--- src/rtl/ydemux1to4_buf_if.sv ---
// Stream bundle for the buffered 1-to-4 demultiplexer: one producer side, four consumer channels.
interface ydemux1to4_buf_if #(
  parameter int SIZE = 2
);
  logic            in_valid;
  logic            in_ready;
  logic [SIZE-1:0] in_data;
  logic [1:0]      sel;
  logic [3:0]      out_valid;
  logic [3:0]      out_ready;
  logic [SIZE-1:0] out_data0;
  logic [SIZE-1:0] out_data1;
  logic [SIZE-1:0] out_data2;
  logic [SIZE-1:0] out_data3;

  // Environment side: drives the producer word and the consumer ready flags.
  modport master (
    output in_valid, in_data, sel, out_ready,
    input  in_ready, out_valid, out_data0, out_data1, out_data2, out_data3
  );

  modport slave (
    input  in_valid, in_data, sel, out_ready,
    output in_ready, out_valid, out_data0, out_data1, out_data2, out_data3
  );
endinterface

--- src/rtl/ydemux1to4_buf.sv ---
// Buffered 1-to-4 stream demultiplexer: each channel has a one-word holding register,
// so a stalled consumer only blocks words addressed to it.
module ydemux1to4_buf #(
  parameter int SIZE = 2
) (
  input logic            clk,
  input logic            reset,
  ydemux1to4_buf_if.slave bus
);

  typedef enum logic {EMPTY = 1'b0, FULL = 1'b1} ch_state_t;

  ch_state_t       state_p0  [4];
  ch_state_t       state_nxt [4];
  logic [SIZE-1:0] hold_p0   [4];
  logic [3:0]      load;
  logic            in_ready_c;
  logic            accept;

  // A full channel still accepts when its consumer drains in the same cycle.
  assign in_ready_c   = (state_p0[bus.sel] == EMPTY) || bus.out_ready[bus.sel];
  assign accept       = bus.in_valid && in_ready_c;
  assign bus.in_ready = in_ready_c;

  always_comb begin
    load = 4'b0000;
    for (int i = 0; i < 4; i++) begin
      load[i] = accept && (bus.sel == 2'(i));
    end
  end

  always_comb begin
    for (int i = 0; i < 4; i++) begin
      state_nxt[i] = state_p0[i];
      case (state_p0[i])
        EMPTY:   if (load[i]) state_nxt[i] = FULL;
        FULL:    if (bus.out_ready[i] && !load[i]) state_nxt[i] = EMPTY;
        default: state_nxt[i] = EMPTY;
      endcase
    end
  end

  // ---- stage p0: per-channel holding registers ----
  always_ff @(posedge clk) begin
    if (reset) begin
      for (int i = 0; i < 4; i++) begin
        state_p0[i] <= EMPTY;
        hold_p0[i]  <= '0;
      end
    end else begin
      for (int i = 0; i < 4; i++) begin
        state_p0[i] <= state_nxt[i];
        if (load[i]) hold_p0[i] <= bus.in_data;
      end
    end
  end

  always_comb begin
    bus.out_valid = 4'b0000;
    for (int i = 0; i < 4; i++) begin
      bus.out_valid[i] = (state_p0[i] == FULL);
    end
  end

  assign bus.out_data0 = hold_p0[0];
  assign bus.out_data1 = hold_p0[1];
  assign bus.out_data2 = hold_p0[2];
  assign bus.out_data3 = hold_p0[3];

endmodule

--- src/flat_wrapper.sv ---
// flat-port wrapper written by rule: the top's interface ports become plain ports
module ydemux1to4_buf_flat 
#(
  parameter int SIZE = 2
)
  (clk, reset, bus_in_valid, bus_in_data, bus_sel, bus_out_ready, bus_in_ready, bus_out_valid, bus_out_data0, bus_out_data1, bus_out_data2, bus_out_data3);
  ydemux1to4_buf_if #(.SIZE(SIZE)) bus_i ();
  input logic clk;
  input logic reset;
  input wire logic [$bits(bus_i.in_valid)-1:0] bus_in_valid;
  input wire logic [$bits(bus_i.in_data)-1:0] bus_in_data;
  input wire logic [$bits(bus_i.sel)-1:0] bus_sel;
  input wire logic [$bits(bus_i.out_ready)-1:0] bus_out_ready;
  output wire logic [$bits(bus_i.in_ready)-1:0] bus_in_ready;
  output wire logic [$bits(bus_i.out_valid)-1:0] bus_out_valid;
  output wire logic [$bits(bus_i.out_data0)-1:0] bus_out_data0;
  output wire logic [$bits(bus_i.out_data1)-1:0] bus_out_data1;
  output wire logic [$bits(bus_i.out_data2)-1:0] bus_out_data2;
  output wire logic [$bits(bus_i.out_data3)-1:0] bus_out_data3;
  assign bus_i.in_valid = bus_in_valid;
  assign bus_i.in_data = bus_in_data;
  assign bus_i.sel = bus_sel;
  assign bus_i.out_ready = bus_out_ready;
  assign bus_in_ready = bus_i.in_ready;
  assign bus_out_valid = bus_i.out_valid;
  assign bus_out_data0 = bus_i.out_data0;
  assign bus_out_data1 = bus_i.out_data1;
  assign bus_out_data2 = bus_i.out_data2;
  assign bus_out_data3 = bus_i.out_data3;
  ydemux1to4_buf #(.SIZE(SIZE)) u_core (.clk(clk), .reset(reset), .bus(bus_i));
endmodule
--- config.mk ---
export PLATFORM = sky130hd
export DESIGN_NAME = ydemux1to4_buf_flat
export DESIGN_NICKNAME = d
export VERILOG_FILES = /design/src/rtl/ydemux1to4_buf_if.sv /design/src/rtl/ydemux1to4_buf.sv /design/src/flat_wrapper.sv
export SDC_FILE = /design/constraint.sdc
export NUM_CORES = 1
export LEC_CHECK = 0
export CAP_MARGIN = 20
export CORE_MARGIN = 3
export CORE_UTILIZATION = 40
export CTS_BUF_LIST = sky130_fd_sc_hd__clkbuf_16
export DETAILED_ROUTE_END_ITERATION = 16
export HOLD_SLACK_MARGIN = 0.08
export PLACE_DENSITY = 0.73
export RECOVER_POWER = 100
export SETUP_SLACK_MARGIN = 0.4
export SKIP_LAST_GASP = 1
export SLEW_MARGIN = 20
export SYNTH_ARGS = -nofsm -noshare
export SYNTH_HDL_FRONTEND = slang
export SYNTH_SLANG_ARGS = --single-unit
--- constraint.sdc ---
create_clock -name clk -period 1.6 [get_ports clk]
set_clock_uncertainty 0.15 [all_clocks]
set_input_delay 0.32 -clock clk [delete_from_list [all_inputs] [get_ports clk]]
set_output_delay 0.32 -clock clk [all_outputs]
set_load 0.05 [all_outputs]
==> key figures, run 1 <==
Placed design
  • Dpl hpwl: 1240 um
  • Gpl congestion: 0.754
  • Buffers on Ports: 23
  • Placed cell area: 0.00112 sq mm

Yosys
  • Yosys cell types: 16
  • Warnings, synthesis: 0
  • Syn Inst Count: 53
  • Synth cell count leaders: 8 x edfxtp_1, 8 x nor4b_1, 6 x nand2b_1
  • Top FF cell, synth: edfxtp_1
  • Mapped cell area: 658 sq um
  • Top cells by area, synth: edfxtp_1 37%, dfxtp_1 12%, nor4b_1 11%
  • Yosys top cell area share: 0.365
  • Syn avg cell area: 12.4 sq um
  • Syn Nets: 64
  • Async SR Flop Fraction: 0
  • Register area share after synthesis: 0.487
  • Synth area leader: edfxtp_1
  • Post-synth EDFFs: 8
  • FF+latch count, synth: 12

Global route
  • Initial antenna violation count: 0
  • Largest net degree at the start of global routing: 11

Clocking
  • Post-CTS Hold Buffers: 0
  • Root Buffer: clkbuf_16
  • # clock sinks: 12
  • Htree depth: 1
  • CTS buffer count: 3
  • Clock Path Buffers: 2

Floorplanning
  • Die width: 46.6 um
  • Die height: 46.6 um
  • Initial core utilization: 0.432
  • Cell row count: 14
  • Boundary pin count: 24

STA
  • Last worst endpoint in the global-route repair_timing: bus_in_ready
  • Worst End Pin Type: top-level output

Outcome
  • Err: [ERROR DPL-0033] detailed placement checks failed during check placement.
  • Fail Step: global routing (5_1_grt)
  • Status: did not finish
-- repair_timing --
item / in CTS
gates cloned: 1
buffers inserted: 7
pin swaps: 10
endpoints found under the setup margin: 33
resized for setup: 53
-- cells by family after synthesis --
family,count (synthesis),synth area share
flops,12,0.487
simple gates,25,0.291
buf+inv,7,0.0741
compound gates,8,0.114
mux,1,0.0342
-- through the flow --
step                setup slack, ns  std cells  TNS (ns)  hold slack (ns)
CTS                          -0.178        113    -0.178            0.324
detailed placement           -0.477        102     -2.90            0.576
global placement             -0.427        102     -2.53            0.561
floorplan                    0.0699         53         0            0.354
==> run 2: changes to the inputs <==
--- a/config.mk
+++ b/config.mk
@@ -6,14 +6,11 @@
 export NUM_CORES = 1
 export LEC_CHECK = 0
 export CAP_MARGIN = 20
-export CORE_MARGIN = 3
-export CORE_UTILIZATION = 40
-export CTS_BUF_LIST = sky130_fd_sc_hd__clkbuf_16
+export CORE_AREA = 3 3 64 66
 export DETAILED_ROUTE_END_ITERATION = 16
-export HOLD_SLACK_MARGIN = 0.08
-export PLACE_DENSITY = 0.73
+export DIE_AREA = 0 0 67 69
+export PLACE_DENSITY_LB_ADDON = 0.15
 export RECOVER_POWER = 100
-export SETUP_SLACK_MARGIN = 0.4
 export SKIP_LAST_GASP = 1
 export SLEW_MARGIN = 20
 export SYNTH_ARGS = -nofsm -noshare
==> key figures, run 2 <==
Outcome
  • Status: complete, but fails checks
  • Failing checks: setup timing

Route
  • DR WL met2: 990 um
  • WL final: 1760 um
  • Via count: 584
  • Via density: 4.08
  • Post-route DRC: 0
  • Met1 Wirelength: 685 um
  • Average wire per standard cell: 12.3 um
  • DR top layer: met3
  • Final ANT Viol Nets: 0
  • Drt first pass iters: 3
  • Initial DRC count: 14
  • WL met3: 82 um

Clocking
  • Htree depth: 1
  • Clock Path Buffers: 2
  • # clock sinks: 12
  • Root Buffer: clkbuf_8
  • Clock latency on the worst-skew pair: 0.23 ns
  • Clk pin slew, worst setup/hold paths: 0.05 ns
  • CTS buffer count: 3
  • TritonCTS clock tree: yes

STA
  • Period minus WS final: 1.79 ns
  • Setup Viol. Count Final: 5
  • Final Max Slew Viols: 0
  • Post-route clock period utilization: 1.12
  • Fmax achieved: 558 MHz
  • Max-slew headroom: 0.773
  • Fin. Hold Viols: 0
  • Slew @ Worst Pin: 0.340 ns
  • Setup TNS: -0.394 ns
  • RSZ-0062 raised after global routing: true
  • Final worst slack: -0.192 ns

Layout
  • Most flops, register: u_core.hold_p0
  • Antenna cells: 0
  • Max reg flops: 8
  • NumNets Final: 108
  • Fin cells: 143
  • Share of cells above drive strength 1: 0.621
  • Commonest non-fill, non-tap cell in the layout: buf_4
  • Synthesis-to-finish area growth: 74.3%
  • Fill count: 383
  • Most frequent cells in the layout: 20 x buf_4, 8 x nor4b_1, 8 x clkbuf_2, 8 x edfxtp_1
  • Regs by FF count: u_core.hold_p0 x8, u_core.state_p0 x4
  • Layout Utilization: 0.316

Yosys
  • Async SR Flop Fraction: 0
  • Top FF cell, synth: edfxtp_1
  • Syn Nets: 64
  • Mapped cell area: 658 sq um
  • Yosys cell types: 16
  • Synth area leader: edfxtp_1
  • Synth cell count leaders: 8 x edfxtp_1, 8 x nor4b_1, 6 x nand2b_1
  • Syn Inst Count: 53
  • Yosys top cell area share: 0.365
  • FF+latch count, synth: 12
  • Register area share after synthesis: 0.487
  • Top cells by area, synth: edfxtp_1 37%, dfxtp_1 12%, nor4b_1 11%
  • Post-synth EDFFs: 8
  • Warnings, synthesis: 0
  • Syn avg cell area: 12.4 sq um

Worst setup path
  • Setup crit end kind: output port
  • Startpoint Class: primary input
  • Reg-to-Reg Start: u_core.state_p0[3]
  • WS Path Type: in2out
  • Worst R2R Path Depth: 3
  • CP Data Arrival Time: 1.32 ns
  • CP max FO: 3
  • WP data required: 1.13 ns
  • Critical Path Start: bus_out_ready[0]

Placed design
  • Dpl hpwl: 1310 um
  • Pre-CTS setup slack: -0.489 ns
  • Placed cell count: 134
  • Buffers on Ports: 23
  • Gpl congestion: 0.748

Floorplanning
  • Die ar.: 0.00462 sq mm
  • Cell row count: 22
  • Die width: 67 um
  • Initial core utilization: 0.181
  • Die height: 69 um
  • Boundary pin count: 24
  • Core area: 0.00363 sq mm

Global route
  • First-pass GRT wire length: 2900 um
  • Vias in the first global route: 640
  • GR Util All Layers: 0.0804
  • Grt total ovfl: 0
  • Largest net degree at the start of global routing: 13
  • Initial antenna violation count: 0

Min path
  • Hold Crit Depth: 3
  • Hold_sp: bus_out_ready[3]
  • Hold WC Path Type: in2reg

Job
  • Max cap viols: 0

Power and ir drop
  • IR drop worst, VDD: 0.404 mV
  • Pwr Total: 821 uW
  • Lkg Pwr: 0.000472 uW
  • Pwr/cell area: 716 mW/mm^2
[run 2: cell counts after synthesis]
Identical to the previous run, type by type.
[run 2: where the power goes]
part,internal [uW],switching (uW)
logic,95.8,106
registers,346,6.53
clock network,165,102
total,607,214
[run 2: cell type report]
class                           count  area (sq um)  area share
Inverter                            2          7.51     0.00654
Tap cell                           48          60.1      0.0523
Sequential cell                    12           325       0.284
Clock buffer                        3          41.3      0.0360
Timing Repair Buffer               44           389       0.339
Multi-Input combinational cell     34           324       0.282
[run 2: layer usage]
| layer | vias to the layer above | track usage |
|---|---|---|
| met5 | - | 0 |
| met1 | 280 | 0.0876 |
| met2 | 14 | 0.148 |
| met3 | 0 | 0.0309 |
| li1 | 290 | - |
| met4 | 0 | 0.00676 |
[run 2: final timing paths]
| check | to | slack, ns |
|---|---|---|
| worst max-delay path | bus_in_ready | -0.19 |
| worst min-delay path | u_core.state_p0[3] | 0.33 |
| worst max register to register | u_core.hold_p0[3][0] | 0.27 |
| worst min register to register | u_core.hold_p0[1][1] | 0.58 |
[run 2: kinds of logic after synthesis]
group	after synthesis	synth area share
compound gates	8	0.114
buf+inv	7	0.0741
flops	12	0.487
mux	1	0.0342
simple gates	25	0.291
[run 2: per-stage QoR]
| stage | hold slack, ns | instance area, sq um |
|---|---|---|
| after CTS | 0.326 | 1270 |
| after global placement | 0.568 | 1140 |
| after global routing | 0.335 | 1150 |
| after detailed placement | 0.577 | 1140 |
| after floorplan | 0.354 | 658 |
| final | 0.326 | 1150 |
[run 2: what timing repair did]
action	in CTS	in global routing
gates resized for setup	24	6
buffers inserted	6	0
endpoints found under the setup margin	3	6
hold buffers	0	0
[run 2: worst max-delay path: stages]
cell	delay (ns)
clkdlybuf4s15_2	0.19
nand2b_4	0.14
mux4_2	0.50
buf_8	0.17
No activity file was read; power rests on OpenSTA's default activity.
